### src/rtl/instr_sequencer.sv
// ---------------------------------------------------------------------------
// instr_sequencer
//
// Multi-cycle sequencer for the 12-bit accumulator ISA
// (load/store/sub/add/disp). It owns the program counter, fetches from a
// combinational instruction memory, latches the instruction for the decoder,
// and issues one commit strobe per legal instruction to the datapath.
//
// Ports
//   i_clk        system clock, all state on rising edge
//   i_reset      synchronous, active-high reset
//   i_run        level; free-run while high
//   i_step       single-step request; rising edge detected internally
//   o_im_addr    instruction memory address (= o_pc)
//   i_im_data    instruction memory read data (combinational from o_im_addr)
//   o_instr      latched instruction for decoder/datapath
//   o_exec_en    one-cycle commit strobe for a legal instruction
//   o_disp_hold  high while the display hold is active
//   o_pc         current program counter
//   o_halted     high in HALT
//   o_illegal    sticky flag, set on opcode 100, 101 or 111
//   o_dbg_state  current FSM state encoding (state_t)
//
// Strobe protocol: o_exec_en is a single-cycle, unconditional commit strobe.
// There is no back-pressure; the datapath must accept the write in the cycle
// o_exec_en is high, and o_instr is stable for that whole cycle.
// o_exec_en, o_disp_hold and o_halted decode registered state only.
// ---------------------------------------------------------------------------
module instr_sequencer #(
  parameter int PC_W      = 4,
  parameter int PROG_LAST = 15,
  parameter int DISP_HOLD = 4
) (
  input  logic            i_clk,
  input  logic            i_reset,
  input  logic            i_run,
  input  logic            i_step,
  output logic [PC_W-1:0] o_im_addr,
  input  logic [11:0]     i_im_data,
  output logic [11:0]     o_instr,
  output logic            o_exec_en,
  output logic            o_disp_hold,
  output logic [PC_W-1:0] o_pc,
  output logic            o_halted,
  output logic            o_illegal,
  output logic [2:0]      o_dbg_state
);

  typedef enum logic [2:0] {
    S_IDLE  = 3'd0,
    S_FETCH = 3'd1,
    S_EXEC  = 3'd2,
    S_DISP  = 3'd3,
    S_HALT  = 3'd4
  } state_t;

  localparam int CNT_W = (DISP_HOLD > 1) ? $clog2(DISP_HOLD) : 1;
  localparam logic [CNT_W-1:0] HOLD_LOAD = CNT_W'(DISP_HOLD - 1);
  localparam logic [PC_W-1:0]  LAST_PC   = PC_W'(PROG_LAST);

  state_t           r_state;
  logic [PC_W-1:0]  r_pc;
  logic [11:0]      r_instr;
  logic [CNT_W-1:0] r_cnt;
  logic             r_step_q;
  logic             r_illegal;

  state_t           w_state_nxt;
  logic [2:0]       w_opcode;
  logic             w_legal;
  logic             w_is_disp;
  logic             w_step_pulse;
  logic             w_advance;
  logic             w_at_last;

  assign w_opcode     = r_instr[11:9];
  assign w_step_pulse = i_step & ~r_step_q;
  assign w_at_last    = (r_pc == LAST_PC);
  assign w_is_disp    = (w_opcode == 3'b110);

  always_comb begin
    w_legal = 1'b0;
    case (w_opcode)
      3'b000, 3'b001, 3'b010, 3'b011, 3'b110: w_legal = 1'b1;
      default:                                w_legal = 1'b0;
    endcase
  end

  // Next-state logic. w_advance marks the single cycle in which the current
  // instruction retires; pc update, halt decision and run sampling all
  // happen on the edge that ends that cycle.
  always_comb begin
    w_state_nxt = r_state;
    w_advance   = 1'b0;
    case (r_state)
      S_IDLE: begin
        if (i_run || w_step_pulse) w_state_nxt = S_FETCH;
      end
      S_FETCH: w_state_nxt = S_EXEC;
      S_EXEC: begin
        // Illegal opcodes fall through here as a NOP and still advance.
        if (w_is_disp) w_state_nxt = S_DISP;
        else           w_advance   = 1'b1;
      end
      S_DISP: begin
        if (r_cnt == '0) w_advance = 1'b1;
      end
      S_HALT:  w_state_nxt = S_HALT;
      default: w_state_nxt = S_IDLE;
    endcase
    if (w_advance) begin
      if (w_at_last)  w_state_nxt = S_HALT;
      else if (i_run) w_state_nxt = S_FETCH;
      else            w_state_nxt = S_IDLE;
    end
  end

  always_ff @(posedge i_clk) begin
    if (i_reset) begin
      r_state   <= S_IDLE;
      r_pc      <= '0;
      r_instr   <= '0;
      r_cnt     <= '0;
      r_step_q  <= 1'b0;
      r_illegal <= 1'b0;
    end else begin
      r_state  <= w_state_nxt;
      r_step_q <= i_step;
      if (r_state == S_FETCH) r_instr <= i_im_data;
      if (r_state == S_EXEC && w_is_disp)
        r_cnt <= HOLD_LOAD;
      else if (r_state == S_DISP && r_cnt != '0)
        r_cnt <= r_cnt - 1'b1;
      if (r_state == S_EXEC && !w_legal) r_illegal <= 1'b1;
      // pc stays on the last address when the program ends.
      if (w_advance && !w_at_last) r_pc <= r_pc + 1'b1;
    end
  end

  assign o_im_addr   = r_pc;
  assign o_pc        = r_pc;
  assign o_instr     = r_instr;
  assign o_exec_en   = (r_state == S_EXEC) && w_legal;
  assign o_disp_hold = (r_state == S_DISP);
  assign o_halted    = (r_state == S_HALT);
  assign o_illegal   = r_illegal;
  assign o_dbg_state = r_state;

endmodule

### config.mk
export PLATFORM = sky130hd
export DESIGN_NAME = instr_sequencer
export DESIGN_NICKNAME = d
export VERILOG_FILES = /design/src/rtl/instr_sequencer.sv
export SDC_FILE = /design/constraint.sdc
export NUM_CORES = 1
export LEC_CHECK = 0
export ABC_AREA = 1
export CORE_MARGIN = 5
export CORE_UTILIZATION = 40
export CTS_BUF_LIST = sky130_fd_sc_hd__clkbuf_4
export DETAILED_ROUTE_END_ITERATION = 10
export PLACE_DENSITY = 0.78
export SKIP_LAST_GASP = 1
export SLEW_MARGIN = 20
export SYNTH_ARGS = -nofsm -noshare
export SYNTH_HDL_FRONTEND = slang
export SYNTH_SLANG_ARGS = --single-unit
export TNS_END_PERCENT = 100
### constraint.sdc
create_clock -name i_clk -period 1.1 [get_ports i_clk]
set_input_delay 0.165 -clock i_clk [delete_from_list [all_inputs] [get_ports i_clk]]
set_output_delay 0.165 -clock i_clk [all_outputs]
set_load 0.005 [all_outputs]
# After elaboration in Yosys (flattened, before gate mapping)
# Index checks and enable logic that the tools add are counted.
# classes
addsub	2
n_eq_ne	12
mux	12
bitwise_logic	2
n_reduce_logical	15
# op_table
operator	count
3-bit case mux with 5 select lines	1
3-bit by 2-bit equality test with 1-bit output, second input constant	4
3-bit 2-to-1 mux	4
3-bit by 1-bit equality test with 1-bit output, second input constant	2
3-bit equality test, second input constant	2
3-bit zero test	2
3-bit != test, second input constant	2
1-bit logical AND	5
5-bit OR reduction	1
4-bit by 1-bit adder with 4-bit output, second input constant	1
4-bit equality test, second input constant	1
1-bit 2-to-1 mux	4
2-bit 2-to-1 mux	2
2-bit nonzero test	2
3-bit AND reduction	1
1-bit zero test	2
2-bit zero test	1
2-bit by 1-bit != test with 1-bit output, second input constant	1
1-bit case mux with 2 select lines	1
2-bit by 1-bit subtractor with 2-bit output, second input constant	1
1-bit bitwise AND	1
1-bit logical OR	1
1-bit NOT	1
# totals
regBits	23
input_bits	16
output_inout_bits	27
wordCells	49

# Depth between registers and ports, before layout
# Gate-level depths: netlist (run 1).
# depth
depth_word	6
ltp_mapped	9
mapped_depth_nobuf	9

# Worst setup path after synthesis (run 1)
# Ideal clock, no wire load.
# synth_path
path_type	flip-flop to flip-flop
from	register r_pc[0] (netlist: o_im_addr[0])
to	register r_state[0] (netlist: o_dbg_state[0])
setup_time_ns	0.111
t_arrival_ns	1.098
path_slack_ns	-0.109
path_stages_with_launch	9
synth_period_minus_slack_ns	1.209
cell_sequence	dfxtp_1 -> ha_1 -> nand2_1 -> inv_2 -> nand2_1 -> nand2_1 -> a21oi_1 -> nor2_1 -> nor2_1
# synth_between
elab_chain_len	3
# synth_rtl
item	line	rtl
start, declared	62	logic [PC_W-1:0] r_pc;
start signal, assigned	136	if (w_advance && !w_at_last) r_pc <= r_pc + 1'b1;
4-bit equality test	78	assign w_at_last = (r_pc == LAST_PC);
3-bit 2-to-1 mux	112	if (w_at_last) w_state_nxt = S_HALT;
3-bit 2-to-1 mux	111	if (w_advance) begin
end signal, assigned	127	r_state <= w_state_nxt;
end, declared	61	state_t r_state;
# No other way between the ends.
# A chain may end at the register's enable or synchronous reset.

# Worst setup path after layout (run 1)
# layout_path
from	register r_state[0] (netlist: o_dbg_state[0])
to	register r_cnt[1]
# layout_between
elab_chain_len	3
word_cells_on_any_way	6
cone_classes	eq/ne: 2; mux: 1; reduce/logical: 3
# layout_rtl
item	line	rtl
3-bit by 2-bit equality test with 1-bit output, on equally long branches	130, 132	
1-bit logical AND, on equally long branches	130, 132	
2-bit 2-to-1 mux or 2-bit nonzero test (tied branches)	n/a	
end signal, assigned	133	r_cnt <= r_cnt - 1'b1;
end, declared	64	logic [CNT_W-1:0] r_cnt;
# Several ways; a longest one is shown, not always the timed one.

==> results.tsv, run 1 <==
stage	metric	value	unit
status	status	finished, violations left	
status	violated checks	negative setup slack	
critical_path	nature of the critical path endpoint	flop	
placed_design	weighted congestion at the end of routability-driven global placement	0.774	
layout	most common cell after layout, fill and taps aside	buf_4	
die	Die Outline Area	0.00383	mm²
critical_path	maximum fanout along the worst path	4	
layout	Layout fillers	149	
power_and_ir_drop	Worst VDD drop	0.00127	V
clock_tree	CTS tree	built	
layout	number of cells in the finished layout apart from fillers	257	
die	placeable core region	0.00252	mm²
global_routing	pin count of the biggest net entering global routing	16	
die	overall die width	61.9	µm
sta	Highest Clock Rate	693	MHz
sta	fraction of the cycle the final worst path needs	1.31	
sta	count of endpoints failing hold in the final timing report	0	
yosys	syn_nets	160	
route	number of vias after detailed routing	1301	
layout	number of diodes added for antenna fixing	0	
yosys	top cells by area in the synthesized netlist	dfxtp_1, nor2_1, nand2_1	
hold_path	Hold Crit Depth	3	
route	1st-iter DRT viols	41	
clock_tree	clock-pin transition on the worst setup and hold timing paths	0.14	ns
yosys	EDFF count, synth	0	
die	Starting Density	0.428	
placed_design	Placed Cells	226	
yosys	share of Yosys cell area claimed by the top area cell type	0.427	
global_routing	vias in the first global route	1389	
route	drc violations	0	
die	num rows	18	
route	mean routed wirelength per cell	16.8	µm
critical_path	R2R Setup Slk	-0.34	ns
route	Detailed Route WL	4320	µm
layout	share of layout cells above drive strength 1	0.586	
power_and_ir_drop	leakage power of the design	1.00	nW
yosys	count of unique library cells instantiated by Yosys	27	
die	# IOs	43	
critical_path	startpoint of the lowest-slack register-to-register path	o_dbg_state[0]$_SDFFE_PP0P_	
global_routing	Congestion Overflow GR	0	
layout	area taken by flip-flops and latches	493	µm²
route	number of nets with antenna violations after routing	0	
route	iteration count of the initial detailed-routing pass	4	
global_routing	total global routing track utilization	0.231	
layout	top library cells by usage in the layout, fill and taps aside	buf_4, nor2_1, dfxtp_2	
clock_tree	CTS sink cnt	23	
clock_tree	deepest level of the CTS H-tree	1	
yosys	most used flip-flop cell after synthesis	dfxtp_1	
clock_tree	CTS Buffer Depth	2	
layout	number of nets in the finished design	246	
yosys	Avg Inst Size Synth	7.60	µm²
critical_path	CP startpoint kind	flop	
yosys	Post-Syn Instances	142	
clock_tree	root buffer selected by CTS	clkbuf_4	
layout	area of the multi-input gates	714	µm²
hold_path	worst min-delay path class	input pin to flop	
yosys	combined area of all synthesized cells	0.00108	mm²
global_routing	wire length of the first global-routing pass	6330	µm
yosys	post-synthesis sequential area ratio	0.427	
layout	synth-to-layout area growth	96.3	%
sta	smallest hold slack	0.408	ns
critical_path	worst r2r dst	r_cnt[1]$_SDFFE_PP0P_	
critical_path	number of cells traversed by the worst register-to-register path	7	
yosys	Yosys top cell by area	dfxtp_1	
route	Avg Vias per Cell	5.06	
hold_path	sink of the worst hold path	o_instr[0]$_SDFFE_PP0P_	
sta	crit path setup slack, layout	-0.343	ns
hold_path	startpoint of the most critical hold path	i_im_data[0]	
placed_design	HPWL after DPL	2220	µm
critical_path	Worst Path Class, Setup	flop to flop	
sta	Total Negative Setup Slacks	-5.89	ns
global_routing	initial antenna violation count	0	
critical_path	required time at the endpoint of the critical path	1.33	ns
sta	headroom to the max-slew limit	0.822	
yosys	share of synthesized flip-flops with an asynchronous set or reset	0	
clock_tree	Num CTS Buffers	3	
sta	number of pins with negative max-slew slack in the final report	0	
critical_path	data arrival at the endpoint of the critical path	1.67	ns
sta	Setup violations, final	25	
yosys	Yosys warning count	0	
placed_design	number of buffers inserted by port buffering	42	
clock_tree	clk_lat worst skew	0.31	ns
sta	setup repair after global routing missed its margin	yes	
flow_run	number of max-cap violations	0	
die	y dimension of the die	61.9	µm
power_and_ir_drop	power per cell area	1500	mW/mm²
sta	Worst Max-Slew Pin Slew	0.266	ns
sta	min Tclk post-route	1.44	ns
yosys	number of synthesized register bits	23	
sta	clk_skew	0.00834	ns
==> cells by family (layout without fill, tap and decap cells) <==
family | count (synthesis) | after routing | share of synthesized area
flip-flops | 23 | 23 | 0.427
AO/OA/AOI/OAI | 22 | 22 | 0.114
buffers and inverters | 23 | 107 | 0.108
AND/OR/NAND/NOR | 71 | 72 | 0.320
adder cells (fa/ha/maj) | 2 | 2 | 0.0232
XOR/XNOR | 1 | 1 | 0.00812
==> power breakdown <==
| part | switching (W) | leakage [nW] | internal (W) |
|---|---|---|---|
| Sequential | 0.0000953 | 0.197 | 0.00101 |
| Combinational | 0.000788 | 0.784 | 0.000849 |
| Clock | 0.000261 | 0.0184 | 0.000166 |
==> how the worst max path moves through the flow <==
| stage | start | endpoint | slack [ns] | cells past startpoint |
|---|---|---|---|---|
| after floorplan | o_dbg_state[0]$_SDFFE_PP0P_ | o_im_addr[1]$_SDFFE_PP0P_ | -0.02 | 8 |
| after global placement | o_instr[9]$_SDFFE_PP0P_ | o_exec_en | -0.29 | 5 |
| after detailed placement | o_instr[9]$_SDFFE_PP0P_ | o_exec_en | -0.38 | 5 |
| after CTS | o_instr[9]$_SDFFE_PP0P_ | o_exec_en | -0.34 | 5 |
| after global routing | o_dbg_state[0]$_SDFFE_PP0P_ | o_instr[5]$_SDFFE_PP0P_ | -0.38 | 7 |
| final | o_dbg_state[0]$_SDFFE_PP0P_ | r_cnt[1]$_SDFFE_PP0P_ | -0.34 | 7 |
==> critical path, cell delays in order, from the launching register on <==
cell and delay, ns:
dfxtp_4 0.40, buf_6 0.11, nand2_4 0.05, nor2_4 0.11, buf_6 0.14, nand2_4 0.07
or2_1 0.25, a31oi_1 0.23
==> timing repair <==
action                                  CTS  global route
hold buffers                              0             0
endpoints found under the setup margin   48            45
setup buffers                            18             9
pin swaps                                11            23
resized for setup                       102            49
cloned                                    3             0
==> layout make-up <==
class	count	area share
timing repair buffer	88	0.368
multi-input combinational	97	0.337
sequential	23	0.233
inverter	14	0.0260
tap	30	0.0177
clock buffer	4	0.0142
timing repair inverter	1	0.00355
==> Yosys cell counts, types with 2 or more instances <==
cell and n:
nand2_1 19, ha_1 2, dfxtp_1 23, nand3_2 3, nand3_1 5, inv_1 11
a21oi_2 3, nand2_4 3, nor2_1 32, inv_2 3, o21ai_1 11, buf_4 5
buf_2 3, a21oi_1 6
==> through the flow <==
stage	setup slack [ns]	power, W	utilization	instance area (µm²)
floorplan	-0.0218	0.00158	-	1100
global placement	-0.286	0.00210	0.654	1650
detailed placement	-0.376	0.00214	0.654	1650
CTS	-0.343	0.00286	0.775	1960
global route	-0.380	0.00333	0.839	2120
finish	-0.343	0.00317	0.839	2120
==> per-layer routing <==
metal,global-route usage,share of wire
met1,0.239,0.38
met2,0.416,0.50
met3,0.0558,0.065
met4,0.145,0.055
met5,0,0
==> state kept, by name, summed over array words and instances (netlist names) <==
signal / count
r_step_q: 1
o_illegal: 1
o_dbg_state: 3
r_cnt: 2
o_im_addr: 4
o_instr: 12
Power figures use the tool's default switching activity.
==> inputs of run 2 (changes only) <==
Settings changed: CORE_ASPECT_RATIO set to 0.9.
==> results.tsv, run 2 (synthesized netlist as in run 1, its figures left out) <==
stage	metric	value	unit
clock_tree	deepest level of the CTS H-tree	1	
sta	clk_skew	0.00361	ns
clock_tree	Num CTS Buffers	3	
critical_path	number of cells traversed by the worst register-to-register path	6	
critical_path	CP max stage delay	0.37	ns
power_and_ir_drop	combinational power share	0.526	
die	overall die width	64.7	µm
clock_tree	root buffer selected by CTS	clkbuf_4	
global_routing	pin count of the biggest net entering global routing	16	
power_and_ir_drop	power per cell area	1500	mW/mm²
critical_path	worst r2r dst	o_instr[0]$_SDFFE_PP0P_	
layout	most common cell after layout, fill and taps aside	buf_6	
clock_tree	clock-pin transition on the worst setup and hold timing paths	0.14	ns
hold_path	Hold Crit Depth	3	
sta	Highest Clock Rate	655	MHz
route	Detailed Route WL	4290	µm
power_and_ir_drop	Worst VDD drop	0.00101	V
global_routing	wire length of the first global-routing pass	5860	µm
global_routing	Congestion Overflow GR	0	
clock_tree	clk_lat worst skew	0.33	ns
die	placeable core region	0.00251	mm²
hold_path	sink of the worst hold path	o_instr[7]$_SDFFE_PP0P_	
critical_path	ordered list of cells on the worst path	buf_6 > buf_6 > nor3_4 > clkinvlp_4 > nor2_1 > nor2_1	
hold_path	startpoint of the most critical hold path	i_im_data[7]	
die	y dimension of the die	59.3	µm
layout	area of the multi-input gates	746	µm²
sta	setup repair after global routing missed its margin	yes	
layout	Layout fillers	128	
layout	top library cells by usage in the layout, fill and taps aside	buf_6, buf_4, nor2_1	
critical_path	data arrival at the endpoint of the critical path	1.77	ns
layout	number of diodes added for antenna fixing	0	
critical_path	Worst Path Class, Setup	flop to flop	
sta	Setup violations, final	28	
placed_design	number of buffers inserted by port buffering	42	
sta	min Tclk post-route	1.53	ns
route	mean routed wirelength per cell	17.1	µm
power_and_ir_drop	PnR Total Power	0.00324	W
die	# IOs	43	
critical_path	startpoint of the lowest-slack register-to-register path	o_dbg_state[1]$_SDFFE_PP0P_	
route	drc violations	0	
clock_tree	CTS sink cnt	23	
sta	number of pins with negative max-slew slack in the final report	0	
layout	number of flip-flops under the largest register name	12	
power_and_ir_drop	share of total power consumed by net switching	0.381	
global_routing	total global routing track utilization	0.199	
clock_tree	CTS Buffer Depth	2	
critical_path	cell with the largest stage delay on the worst path	dfxtp_4	
power_and_ir_drop	leakage power of the design	0.969	nW
route	number of nets with antenna violations after routing	0	
sta	count of endpoints failing hold in the final timing report	0	
die	Die Outline Area	0.00384	mm²
layout	area taken by flip-flops and latches	493	µm²
layout	Post-Route Utilization	0.861	
sta	smallest hold slack	0.391	ns
status	violated checks	negative setup slack	
placed_design	HPWL after DPL	2190	µm
layout	share of layout cells above drive strength 1	0.632	
route	1st-iter DRT viols	63	
clock_tree	CTS tree	built	
status	status	finished, violations left	
hold_path	worst min-delay path class	input pin to flop	
critical_path	CP startpoint kind	flop	
critical_path	R2R Setup Slk	-0.43	ns
route	iteration count of the initial detailed-routing pass	5	
sta	fraction of the cycle the final worst path needs	1.39	
power_and_ir_drop	Internal	0.00201	W
layout	final instance area	0.00216	mm²
flow_run	number of max-cap violations	0	
die	num rows	17	
critical_path	required time at the endpoint of the critical path	1.34	ns
placed_design	Setup Slack @ Placement	-0.351	ns
route	Avg Vias per Cell	5.42	
sta	headroom to the max-slew limit	0.752	
placed_design	weighted congestion at the end of routability-driven global placement	0.811	
layout	synth-to-layout area growth	100	%
placed_design	Placed Instance Area	0.00167	mm²
sta	Worst Max-Slew Pin Slew	0.371	ns
power_and_ir_drop	Clock Power Share	0.132	
global_routing	vias in the first global route	1382	
sta	crit path setup slack, layout	-0.426	ns
global_routing	initial antenna violation count	0	
power_and_ir_drop	net switching power figure	0.00123	W
die	Starting Density	0.430	
critical_path	maximum fanout along the worst path	6	
critical_path	nature of the critical path endpoint	flop	
layout	number of nets in the finished design	242	
route	number of vias after detailed routing	1360	
power_and_ir_drop	Flop pwr share	0.342	
[run 2: worst max-delay path by stage]
stage	start	slack, ns	depth (start not counted)	to
2_1_floorplan	o_dbg_state[0]$_SDFFE_PP0P_	-0.02	8	o_im_addr[1]$_SDFFE_PP0P_
3_3_place_gp	o_instr[9]$_SDFFE_PP0P_	-0.31	5	o_exec_en
3_5_place_dp	o_instr[9]$_SDFFE_PP0P_	-0.35	5	o_exec_en
4_1_cts	o_instr[9]$_SDFFE_PP0P_	-0.34	5	o_exec_en
5_1_grt	o_dbg_state[1]$_SDFFE_PP0P_	-0.50	6	o_instr[0]$_SDFFE_PP0P_
6_report	o_dbg_state[1]$_SDFFE_PP0P_	-0.43	6	o_instr[0]$_SDFFE_PP0P_
[run 2: layer usage]
| layer | vias to the layer above | GRT usage | share of wire |
|---|---|---|---|
| li1 | 613 | - | - |
| met3 | 23 | 0.0835 | 0.096 |
| met4 | 0 | 0.105 | 0.043 |
| met1 | 648 | 0.177 | 0.36 |
| met5 | - | 0 | 0 |
| met2 | 76 | 0.382 | 0.50 |
[run 2: metrics by stage]
step	instances	setup TNS, ns
3_3_place_gp	225	-2.20
4_1_cts	248	-4.82
6_report	251	-6.89
2_1_floorplan	142	-0.0428
3_5_place_dp	225	-2.48
5_1_grt	251	-8.62
[run 2: layout make-up]
type / count / area share
Clock buffer: 3 / 0.0104
Clock inverter: 1 / 0.00347
Inverter: 14 / 0.0278
Multi-Input combinational cell: 97 / 0.345
Sequential cell: 23 / 0.228
Tap cell: 28 / 0.0162
Timing Repair Buffer: 84 / 0.365
Timing Repair inverter: 1 / 0.00347
[run 2: power groups by stage]
stage	Combinational, W	Sequential [W]	Clock, W
3_3_place_gp	0.00103	0.00108	0
3_5_place_dp	0.00105	0.00109	0
2_1_floorplan	0.000467	0.00111	0
4_1_cts	0.00132	0.00108	0.000428
5_1_grt	0.00183	0.00112	0.000470
6_report	0.00170	0.00111	0.000427
[run 2: critical path: cells and delay by family (launching register included)]
| family | cells | cell delay (ns) |
|---|---|---|
| AND/OR/NAND/NOR | 3 | 0.57 |
| buffers and inverters | 3 | 0.50 |
| flip-flops | 1 | 0.37 |
[run 2: repair_timing]
item / CTS / global route
pin swaps: 12 / 20
setup buffers: 18 / 9
hold buffers: 0 / 0
gates resized for setup: 134 / 59
endpoints found under the setup margin: 48 / 42
gates cloned: 2 / 1
==> inputs of run 3 (changes only) <==
Settings changed: CORE_UTILIZATION 40 to 38, CTS_BUF_LIST sky130_fd_sc_hd__clkbuf_4 to sky130_fd_sc_hd__clkbuf_16, PLACE_DENSITY 0.78 to 0.74.
==> results.tsv, run 3 (synthesized netlist as in run 1, its figures left out) <==
stage	metric	value	unit
clock_tree	number of buffers added to fix hold violations after cts	0	
clock_tree	deepest level of the CTS H-tree	1	
sta	fraction of the cycle the final worst path needs	1.17	
status	status	finished, violations left	
critical_path	cell type group with the largest total delay on the critical path	flip-flops	
critical_path	data arrival at the endpoint of the critical path	1.12	ns
sta	headroom to the max-slew limit	0.818	
clock_tree	root buffer selected by CTS	clkbuf_16	
sta	setup repair after global routing missed its margin	yes	
critical_path	number of cells traversed by the worst register-to-register path	9	
critical_path	required time at the endpoint of the critical path	0.94	ns
placed_design	weighted congestion at the end of routability-driven global placement	0.754	
route	number of nets with antenna violations after routing	0	
die	y dimension of the die	60.5	µm
global_routing	total global routing track utilization	0.179	
sta	Setup violations, final	24	
sta	number of pins with negative max-slew slack in the final report	0	
die	overall die width	66.2	µm
die	Die Outline Area	0.00401	mm²
route	drc violations	0	
clock_tree	CTS sink cnt	23	
global_routing	pin count of the biggest net entering global routing	16	
route	Detailed Route WL	3290	µm
die	placeable core region	0.00273	mm²
critical_path	cell with the largest stage delay on the worst path	dfxtp_2	
global_routing	initial antenna violation count	0	
hold_path	Hold Crit Depth	3	
critical_path	ordered list of cells on the worst path	nand3b_1 > inv_1 > nor2_2 > nor3_2 > buf_2	
route	mean routed wirelength per cell	13.2	µm
die	Starting Density	0.396	
clock_tree	Num CTS Buffers	3	
sta	count of endpoints failing hold in the final timing report	0	
clock_tree	CTS tree	built	
power_and_ir_drop	leakage power of the design	0.951	nW
sta	clk_skew	0.00231	ns
layout	synth-to-layout area growth	81.4	%
placed_design	Setup Slack @ Placement	-0.388	ns
layout	number of flip-flops under the largest register name	12	
clock_tree	CTS Buffer Depth	2	
hold_path	worst min-delay path class	input pin to flop	
route	iteration count of the initial detailed-routing pass	4	
placed_design	HPWL after DPL	2150	µm
route	number of vias after detailed routing	1171	
critical_path	count of cell instances traversed by the critical path	5	
layout	share of layout cells above drive strength 1	0.435	
global_routing	vias in the first global route	1201	
critical_path	sum of buffers and inverters on the critical path	2	
sta	crit path setup slack, layout	-0.187	ns
layout	most common cell after layout, fill and taps aside	nor2_1	
clock_tree	clock-pin transition on the worst setup and hold timing paths	0.06	ns
global_routing	wire length of the first global-routing pass	5470	µm
critical_path	Worst Path Class, Setup	flop to output port	
placed_design	number of buffers inserted by port buffering	42	
power_and_ir_drop	Worst VDD drop	0.00113	V
sta	Worst Max-Slew Pin Slew	0.272	ns
layout	number of diodes added for antenna fixing	0	
sta	Highest Clock Rate	777	MHz
die	# IOs	43	
layout	top library cells by usage in the layout, fill and taps aside	nor2_1, buf_4, dlygate4sd2_1	
status	violated checks	negative setup slack	
critical_path	maximum fanout along the worst path	2	
critical_path	CP startpoint kind	flop	
critical_path	CP max stage delay	0.32	ns
flow_run	number of max-cap violations	0	
sta	min Tclk post-route	1.29	ns
layout	Post-Route Utilization	0.718	
critical_path	nature of the critical path endpoint	output port	
layout	number of nets in the finished design	228	
global_routing	Congestion Overflow GR	0	
power_and_ir_drop	power per cell area	1630	mW/mm²
clock_tree	clk_lat worst skew	0.26	ns
route	1st-iter DRT viols	31	
die	num rows	18	
route	Avg Vias per Cell	4.70	
-- run 3: changes by cell type in the layout (fill, tap and decap cells not counted), moves of 8 or more --
cell / previous run / this run
dfxtp_2: 17 / 5
clkdlybuf4s15_1: 10 / 1
dlygate4sd2_1: 0 / 19
nor2_1: 21 / 29
buf_6: 27 / 7
dfxtp_1: 3 / 15
-- run 3: final cells by class --
| cell class | count | area [µm²] |
|---|---|---|
| clock inverter | 1 | 7.51 |
| multi-input combinational | 97 | 686 |
| inverter | 14 | 55.1 |
| clock buffer | 3 | 75.1 |
| fill | 218 | 768 |
| timing repair buffer | 71 | 606 |
| tap | 40 | 50.0 |
| sequential | 23 | 478 |
-- run 3: routing by layer --
| layer | vias up | GRT usage | part of all wire |
|---|---|---|---|
| met1 | 540 | 0.191 | 0.39 |
| met4 | 0 | 0.0725 | 0.026 |
| met5 | - | 0 | 0 |
| li1 | 585 | - | - |
| met3 | 9 | 0.0537 | 0.061 |
| met2 | 37 | 0.331 | 0.52 |
-- run 3: stage by stage --
| step | cells | hold slack (ns) | setup TNS (ns) | cell area, µm² | power [W] |
|---|---|---|---|---|---|
| after floorplan | 142 | 0.272 | -0.0428 | 1100 | 0.00158 |
| after global placement | 238 | 0.462 | -4.00 | 1680 | 0.00214 |
| after detailed placement | 238 | 0.467 | -4.53 | 1680 | 0.00216 |
| after CTS | 247 | 0.458 | -1.91 | 1880 | 0.00306 |
| after global routing | 249 | 0.457 | -3.81 | 1960 | 0.00339 |
| final | 249 | 0.451 | -2.36 | 1960 | 0.00319 |
-- run 3: worst reg2reg max path: stages (launching register included) --
cell,delay [ns]
dfxtp_4,0.37
buf_6,0.12
nand2_4,0.05
nor2_4,0.10
buf_6,0.13
nand2_8,0.09
nand2_8,0.10
nand2_4,0.06
nand2_2,0.07
a21oi_2,0.05
-- run 3: final timing paths --
kind,startpoint,endpoint,slack (ns)
worst max-delay path,o_instr[9]$_SDFFE_PP0P_,o_exec_en,-0.19
worst min-delay path,i_step,r_step_q$_SDFF_PP0_,0.45
worst max register to register,o_dbg_state[1]$_SDFFE_PP0P_,o_im_addr[1]$_SDFFE_PP0P_,-0.15
worst min register to register,o_illegal$_SDFFE_PP0P_,o_illegal$_SDFFE_PP0P_,0.46
-- run 3: what timing repair did --
| item | in CTS | in global routing |
|---|---|---|
| endpoints found under the setup margin | 48 | 27 |
| pin swaps | 12 | 14 |
| buffers inserted | 5 | 2 |
| gates resized for setup | 79 | 19 |
| hold endpoints to repair | 0 | 0 |
| gates cloned | 1 | 0 |
-- run 3: report_power, final --
part	total [W]	leakage, nW	switching (W)	internal [W]
clock network	0.000815	0.0371	0.000322	0.000493
registers	0.00108	0.193	0.0000895	0.000989
logic	0.00130	0.721	0.000651	0.000648
total	0.00319	0.951	0.00106	0.00213
